$ cat src/rtl/cr_pmp_chk_arb.sv
// Arbitrates IFU/LSU access to a shared PMP comparator datapath.
// It registers the lowest-index-hit deny result back to whichever requester owns the check.
module cr_pmp_chk_arb #(
  parameter int ADDR_WIDTH = 32,
  parameter int REGION_NUM = 8,
  parameter int STARVE_MAX = 4
) (
  input  logic                  cpuclk,
  input  logic                  cpurst_b,
  input  logic                  ifu_pmp_req,
  input  logic [ADDR_WIDTH-1:0] ifu_pmp_addr,
  input  logic [3:0]            ifu_pmp_prot,
  output logic                  pmp_ifu_gnt,
  output logic                  pmp_ifu_rsp_vld,
  output logic                  pmp_ifu_deny,
  input  logic                  lsu_pmp_req,
  input  logic [ADDR_WIDTH-1:0] lsu_pmp_addr,
  input  logic                  lsu_pmp_write,
  output logic                  pmp_lsu_gnt,
  output logic                  pmp_lsu_rsp_vld,
  output logic                  pmp_lsu_deny,
  input  logic                  cp0_pmp_cfg_wr,
  output logic                  arb_comp_vld,
  output logic [ADDR_WIDTH-1:0] arb_comp_addr,
  output logic                  arb_comp_is_ifu,
  output logic                  arb_comp_write,
  output logic [3:0]            arb_comp_prot,
  input  logic [REGION_NUM-1:0] comp_arb_hit,
  input  logic [REGION_NUM-1:0] comp_arb_deny_region,
  input  logic                  comp_arb_no_hit_deny
);

  localparam int CW = $clog2(STARVE_MAX + 1);

  logic [CW-1:0] starve_cnt;
  logic          cfg_stall;
  logic          grant_blk;
  logic          ifu_win;
  logic          gnt_any;
  logic          deny_enc;

  // A CSR write and the cycle after it must not launch a check, so no grant sees half-updated config.
  assign grant_blk   = cp0_pmp_cfg_wr | cfg_stall;
  assign ifu_win     = ifu_pmp_req & (~lsu_pmp_req | (starve_cnt == CW'(STARVE_MAX)));
  assign pmp_ifu_gnt = ~grant_blk & ifu_win;
  assign pmp_lsu_gnt = ~grant_blk & lsu_pmp_req & ~ifu_win;
  assign gnt_any     = pmp_ifu_gnt | pmp_lsu_gnt;

  // Walk from the top down so that the lowest-index hit is the last one assigned and therefore wins.
  always_comb begin
    deny_enc = comp_arb_no_hit_deny;
    for (int i = REGION_NUM - 1; i >= 0; i--) begin
      if (comp_arb_hit[i]) deny_enc = comp_arb_deny_region[i];
    end
  end

  always_ff @(posedge cpuclk or negedge cpurst_b) begin
    if (!cpurst_b) begin
      starve_cnt      <= '0;
      cfg_stall       <= 1'b0;
      arb_comp_vld    <= 1'b0;
      arb_comp_addr   <= '0;
      arb_comp_is_ifu <= 1'b0;
      arb_comp_write  <= 1'b0;
      arb_comp_prot   <= 4'd0;
      pmp_ifu_rsp_vld <= 1'b0;
      pmp_ifu_deny    <= 1'b0;
      pmp_lsu_rsp_vld <= 1'b0;
      pmp_lsu_deny    <= 1'b0;
    end else begin
      cfg_stall <= cp0_pmp_cfg_wr;

      if (pmp_ifu_gnt || !ifu_pmp_req) begin
        starve_cnt <= '0;
      end else if (pmp_lsu_gnt && (starve_cnt != CW'(STARVE_MAX))) begin
        starve_cnt <= starve_cnt + CW'(1);
      end

      arb_comp_vld <= gnt_any;
      if (gnt_any) begin
        arb_comp_addr   <= pmp_ifu_gnt ? ifu_pmp_addr : lsu_pmp_addr;
        arb_comp_is_ifu <= pmp_ifu_gnt;
        arb_comp_write  <= pmp_lsu_gnt & lsu_pmp_write;
        arb_comp_prot   <= pmp_ifu_gnt ? ifu_pmp_prot : 4'd0;
      end

      pmp_ifu_rsp_vld <= arb_comp_vld & arb_comp_is_ifu;
      pmp_ifu_deny    <= arb_comp_vld & arb_comp_is_ifu & deny_enc;
      pmp_lsu_rsp_vld <= arb_comp_vld & ~arb_comp_is_ifu;
      pmp_lsu_deny    <= arb_comp_vld & ~arb_comp_is_ifu & deny_enc;
    end
  end

endmodule
$ cat config.mk
export PLATFORM = sky130hd
export DESIGN_NAME = cr_pmp_chk_arb
export DESIGN_NICKNAME = d
export VERILOG_FILES = /design/src/rtl/cr_pmp_chk_arb.sv
export SDC_FILE = /design/constraint.sdc
export NUM_CORES = 1
export LEC_CHECK = 0
export CORE_UTILIZATION = 40
export CTS_CLUSTER_SIZE = 12
export DETAILED_ROUTE_END_ITERATION = 16
export GPL_TIMING_DRIVEN = 0
export MAX_ROUTING_LAYER = met4
export PLACE_DENSITY = 0.86
export SLEW_MARGIN = 20
export SYNTH_ARGS = -nofsm -noshare
export SYNTH_HDL_FRONTEND = slang
export SYNTH_SLANG_ARGS = --single-unit
$ cat constraint.sdc
create_clock -name cpuclk -period 2.9 [get_ports cpuclk]
set_clock_uncertainty 0.15 [all_clocks]
set_input_delay 0.29 -clock cpuclk [delete_from_list [all_inputs] [get_ports cpuclk]]
set_output_delay 0.29 -clock cpuclk [all_outputs]
set_load 0.1 [all_outputs]
# --- Word level (Yosys, flattened, before mapping) ---
# Cells that the tools add are included.
op_classes:
  addsub: 1
  multipliers: 0
  div_mod_pow: 0
  order_cmp: 0
  eq_ne: 2
  shift: 0
  n_mux: 12
  bitwise_logic: 16
  n_reduce_logical: 4
ops:
  columns: ["cell", "count"]
  rows:
  - ["$mux W32", 1]
  - ["$and A1 B1 Y1", 9]
  - ["$mux W1", 8]
  - ["$mux W3", 2]
  - ["$mux W4", 1]
  - ["$not A1 Y1", 4]
  - ["$add A3 B1 Y3 const B", 1]
  - ["$eq A3 B3 Y1 const B", 1]
  - ["$ne A3 B3 Y1 const B", 1]
  - ["$or A1 B1 Y1", 3]
  - ["$reduce_bool A2 Y1", 1]
  - ["$logic_and A1 B1 Y1", 1]
  - ["$logic_not A1 Y1", 1]
  - ["$logic_or A1 B1 Y1", 1]
totals:
  reg_bits: 47
  latch_bits: 0
  mem_bits_rw: 0
  rom_bits: 0
  inputBits: 91
  mem_count: 0

# --- Longest topological paths before layout ---
logic_depth:
  ltp_word: 9
  mapped_depth: 10

# --- Worst setup path before layout ---
# Ideal clock, no wire load.
synth_timing:
  kind: "register to register"
  startpoint: "reg starve_cnt[0]"
  endpoint: "reg arb_comp_addr[10]"
  arrival_ns: 1.899
  t_required_ns: 2.626
  setup_slack_ns: 0.727
  stages_incl_launch_ff: 10
  path_buffers: 1
  path_cell_list: "dfrtp_1 inv_1 ha_1 a31o_4 clkinv_2 nor2_2 clkinv_2 buf_6 nor2_1 nor3_2"
synth_between:
  elab_chain_cells: 6
  elab_cells_between_ends: 8
  cone_classes: "eq/ne: 1; mux: 1; bitwise: 6"
synth_lines:
  columns: ["item", "line_no", "rtl"]
  rows:
  - ["from (decl)", "35", "logic [CW-1:0] starve_cnt;"]
  - ["from (signal assigned)", "76", "starve_cnt <= starve_cnt + CW'(1);"]
  - ["$eq A3 B3 Y1", "44", "assign ifu_win = ifu_pmp_req & (~lsu_pmp_req | (starve_cnt == CW'(STARVE_MAX)));"]
  - ["$or A1 B1 Y1", "44", null]
  - ["$and A1 B1 Y1", "44", null]
  - ["$not A1 Y1", "46", "assign pmp_lsu_gnt = ~grant_blk & lsu_pmp_req & ~ifu_win;"]
  - ["$and A1 B1 Y1", "46", null]
  - ["named net pmp_lsu_gnt", "19", "output logic pmp_lsu_gnt,"]
  - ["$or A1 B1 Y1", "47", "assign gnt_any = pmp_ifu_gnt | pmp_lsu_gnt;"]
  - ["to (signal assigned)", "81", "arb_comp_addr <= pmp_ifu_gnt ? ifu_pmp_addr : lsu_pmp_addr;"]
  - ["to (decl)", "24", "output logic [ADDR_WIDTH-1:0] arb_comp_addr,"]
# The timed path passes the listed nets, and every way through them passes these cells.
# A chain may end at the register's enable or synchronous reset.

# --- Final worst setup path ---
layout_timing:
  startpoint: "in cp0_pmp_cfg_wr"
  endpoint: "out pmp_lsu_gnt"
layout_between:
  elab_chain_cells: 4
layout_lines:
  columns: ["item", "line_no", "rtl"]
  rows:
  - ["from (decl)", "22", "input logic cp0_pmp_cfg_wr,"]
  - ["$or A1 B1 Y1", "43", "assign grant_blk = cp0_pmp_cfg_wr | cfg_stall;"]
  - ["$not A1 Y1", "46", null]
  - ["$and A1 B1 Y1 (2 in a row)", "46", null]
  - ["to (decl)", "19", null]
# No other way between the ends.

==> results.tsv <==
stage	metric	value	unit
clock_network	H-tree Lvls	2	
logic_synthesis	Mapped Area	0.00218	mm2
grt	GR Util met3	3.31	%
logic_synthesis	Mapped Nets	318	
worst_setup_path	Cell Chain, Critical Path	clkdlybuf4s50_1, or3b_4, a31o_4, clkinv_2, dlygate4sd2_1	
power_and_ir_drop	PD cells	663	mW/mm2
worst_setup_path	critical path's top delay family	buffers and inverters	
logic_synthesis	Yosys reg bits	47	
sta	worst-margin pin slew	1.01	ns
clock_network	TritonCTS clock tree	yes	
grt	largest net degree at the start of global routing	28	
worst_setup_path	crit-path max FO	4	
logic_synthesis	Mapped Cells	225	
floorplan	Rows	26	
place	number of port buffers	135	
sta	period utilisation layout	95.6	%
detailed_routing	# DRC	0	
worst_setup_path	cell at the slowest stage of the critical path	dlygate4sd2_1	
sta	Slew headroom	32.2	%
detailed_routing	Iter 0 DRT Violations	51	
sta	min cycle time layout	2.77	ns
sta	max frequency	0.361	GHz
final_layout	Syn-to-layout area delta	71.6	%
sta	final worst-path setup slack	0.128	ns
worst_setup_path	WP buf/inv	3	
final_layout	# fillers	399	
grt	GRT Util Overall	22.5	%
detailed_routing	Pre-Repair DR Iteration Count	4	
worst_setup_path	worst r2r src	starve_cnt[0]$_DFFE_PN0P_	
worst_setup_path	Crit Path Class	input port to output port	
worst_setup_path	CP endpoint kind	output port	
grt	busiest grt layer	met2	
logic_synthesis	dominant cells by area after synthesis	dfrtp_1 (54%), nor2_1 (11%), nor3_2 (8.3%), nor3_1 (6.0%), o22ai_1 (3.2%)	
sta	Hold Vio Cnt, Final	0	
clock_network	Root Buffer	clkbuf_8	
detailed_routing	total wire length	6050	um
job	# Max-Cap Violations	0	
power_and_ir_drop	Max VDD drop	405	uV
detailed_routing	DR WL/cell	13.7	um
worst_setup_path	biggest cell delay along the critical path	0.85	ns
clock_network	worst skew pair latency	0.28	ns
floorplan	num ports	136	
clock_network	Bufs on Longest Clock Path	2	
logic_synthesis	sequential area share after synthesis	54.0	%
sta	final setup vio count	0	
logic_synthesis	Synth area leader	dfrtp_1	
detailed_routing	ANT nets after route	0	
clock_network	Num CTS Buffers	5	
grt	antenna violations before repair	0	
logic_synthesis	area share of the largest cell type after synthesis	54.0	%
floorplan	Core ar.	0.00517	mm2
sta	unrepaired setup endpoints after global routing	false	
place	HPWL Detailed	4760	um
detailed_routing	via/cell ratio	4.83	
clock_network	Sink Count	47	
worst_setup_path	R2R depth	10	
grt	GR Layer Usage met2	37.3	%
worst_setup_path	Worst Path Required	2.46	ns
power_and_ir_drop	cell leakage power	1.54	nW
status	status	complete, no violations	
logic_synthesis	Synthesis Warnings	0	
place	gpl congestion	0.762	
grt	GR met1 Demand/Resource	28.0	%
final_layout	antenna cells	0	
logic_synthesis	Unique masters post-synth	33	
floorplan	die span in y	75.8	um
place	DP Worst Slack	-0.491	ns
worst_setup_path	Critical Path AT	2.33	ns
worst_setup_path	RR Endpoint	arb_comp_addr[3]$_DFFE_PN0P_	
power_and_ir_drop	overall power	2.48	mW
sta	Max Transition Viols Final	0	
floorplan	die footprint	0.00574	mm2
hold_path	Hold Crit Class	input port to asynchronous set/reset pin	
worst_setup_path	R2R Setup Slk	0.56	ns
final_layout	Final nets	462	
floorplan	die width	75.8	um
clock_network	Worst-path clk slew	0.08	ns
grt	vias in the first global route	2065	
detailed_routing	via total after detailed routing	2127	
floorplan	Starting Density	42.1	%
grt	total gr overflow	0	
final_layout	layout cells sized above 1	11.1	%
grt	first-pass GRT wire length	9380	um
worst_setup_path	type of origin of the critical path	input port	
logic_synthesis	syn_area_per_cell	9.68	um2
==> cell type report <==
type	count	area (um2)	area share, %
Timing Repair Buffer	137	1370	36.7
Sequential cell	47	1180	31.5
Clock buffer	8	100	2.68
Inverter	7	28.8	0.770
Multi-Input combinational cell	160	912	24.4
Buffer	11	61.3	1.64
Tap cell	70	87.6	2.34
==> worst reg2reg max path, delay by kind of cell, from the launching register on <==
family	cells	cell delay, ns
AOI/OAI and AO/OA	1	0.22
adders and majority gates	1	0.22
buffers and inverters	4	0.59
DFF	1	0.40
and+or+nand+nor	4	0.65
==> state kept, by name, indices dropped and copies added (netlist names) <==
register	flops
arb_comp_is_ifu	1
pmp_ifu_rsp_vld	1
pmp_lsu_rsp_vld	1
arb_comp_addr	32
arb_comp_prot	4
starve_cnt	3
cfg_stall	1
pmp_lsu_deny	1
pmp_ifu_deny	1
arb_comp_write	1
arb_comp_vld	1
==> cell families after synthesis <==
logic type / synth area share (%)
fa+ha+maj: 1.15
simple gates: 30.9
compound gates: 8.96
flops: 54.0
mux: 0.460
buf+inv: 4.14
xor+xnor: 0.402
==> metrics by stage <==
step	TNS [ns]	hold WS, ns	cell area, um2	cells	util (%)
floorplan	0	-0.156	2180	225	-
global placement	-0.619	0.333	3620	430	69.9
detailed placement	-0.643	0.122	3630	431	70.2
CTS	0	0.353	3740	440	72.4
global route	0	0.384	3740	440	72.3
finish	0	0.340	3740	440	72.3
==> worst max-delay path by stage <==
stage / endpoint / from / slack (ns) / depth (start not counted)
global route: pmp_lsu_gnt / cp0_pmp_cfg_wr / 0.07 / 5
finish: pmp_lsu_gnt / cp0_pmp_cfg_wr / 0.13 / 5
CTS: pmp_ifu_gnt / starve_cnt[0]$_DFFE_PN0P_ / 0.04 / 7
floorplan: arb_comp_addr[10]$_DFFE_PN0P_ / starve_cnt[0]$_DFFE_PN0P_ / 0.73 / 9
detailed placement: pmp_ifu_gnt / cp0_pmp_cfg_wr / -0.49 / 6
global placement: pmp_ifu_gnt / cp0_pmp_cfg_wr / -0.48 / 6
==> cell usage in the layout (no fill, tap or decap), drive strengths merged <==
cell type and n:
a2111oi 1, nor3b 1, nor2 66, or3b 1, inv 5, dlygate4sd3 1, clkinv 2, a221oi 1
ha 2, xor2 1, a21oi 3, clkdlybuf4s50 132, dfrtp 47, o31ai 1, mux2i 1, nand3b 1
a22o 5, dlygate4sd2 1, buf 6, nand2 8, a21bo 1, clkbuf 16, and2 1, or2 1
nor3 44, nor2b 3, o22ai 11, a21boi 2, nand3 4, a31o 1
==> Yosys cell counts <==
cell       instances
a2111oi_0          1
a21bo_2            1
a21boi_0           2
a21oi_1            3
a221oi_1           1
a22o_1             5
a31o_4             1
and2_1             1
buf_2              1
buf_4              1
buf_6              2
clkbuf_1           7
clkinv_2           2
dfrtp_1           47
ha_1               2
inv_1              4
inv_2              1
mux2i_1            1
nand2_1            8
nand3_1            3
nand3_2            1
nand3b_1           1
nor2_1            65
nor2_2             1
nor2b_1            3
nor3_1            26
nor3_2            18
nor3b_1            1
o22ai_1           11
o31ai_1            1
or2_2              1
or3b_4             1
xor2_1             1
==> power breakdown <==
part           internal (mW)  switching, mW
clock network          0.218          0.197
registers              0.753         0.0509
logic                  0.358          0.901
total                   1.33           1.15
==> what timing repair did <==
| action | CTS | global route |
|---|---|---|
| pin swaps | 0 | 0 |
| hold endpoints to repair | 20 | 0 |
| gates resized for setup | 4 | 3 |
| hold buffers | 1 | 0 |
| endpoints found under the setup margin | 2 | 1 |
| buffers inserted | 0 | 0 |
==> metal layers <==
metal | vias up | share of wire [%]
li1 | 1055 | -
met1 | 990 | 44
met5 | - | 0
met3 | 14 | 4.5
met2 | 68 | 49
met4 | 0 | 2.5
Note: power is estimated with default switching activity, not from simulation.
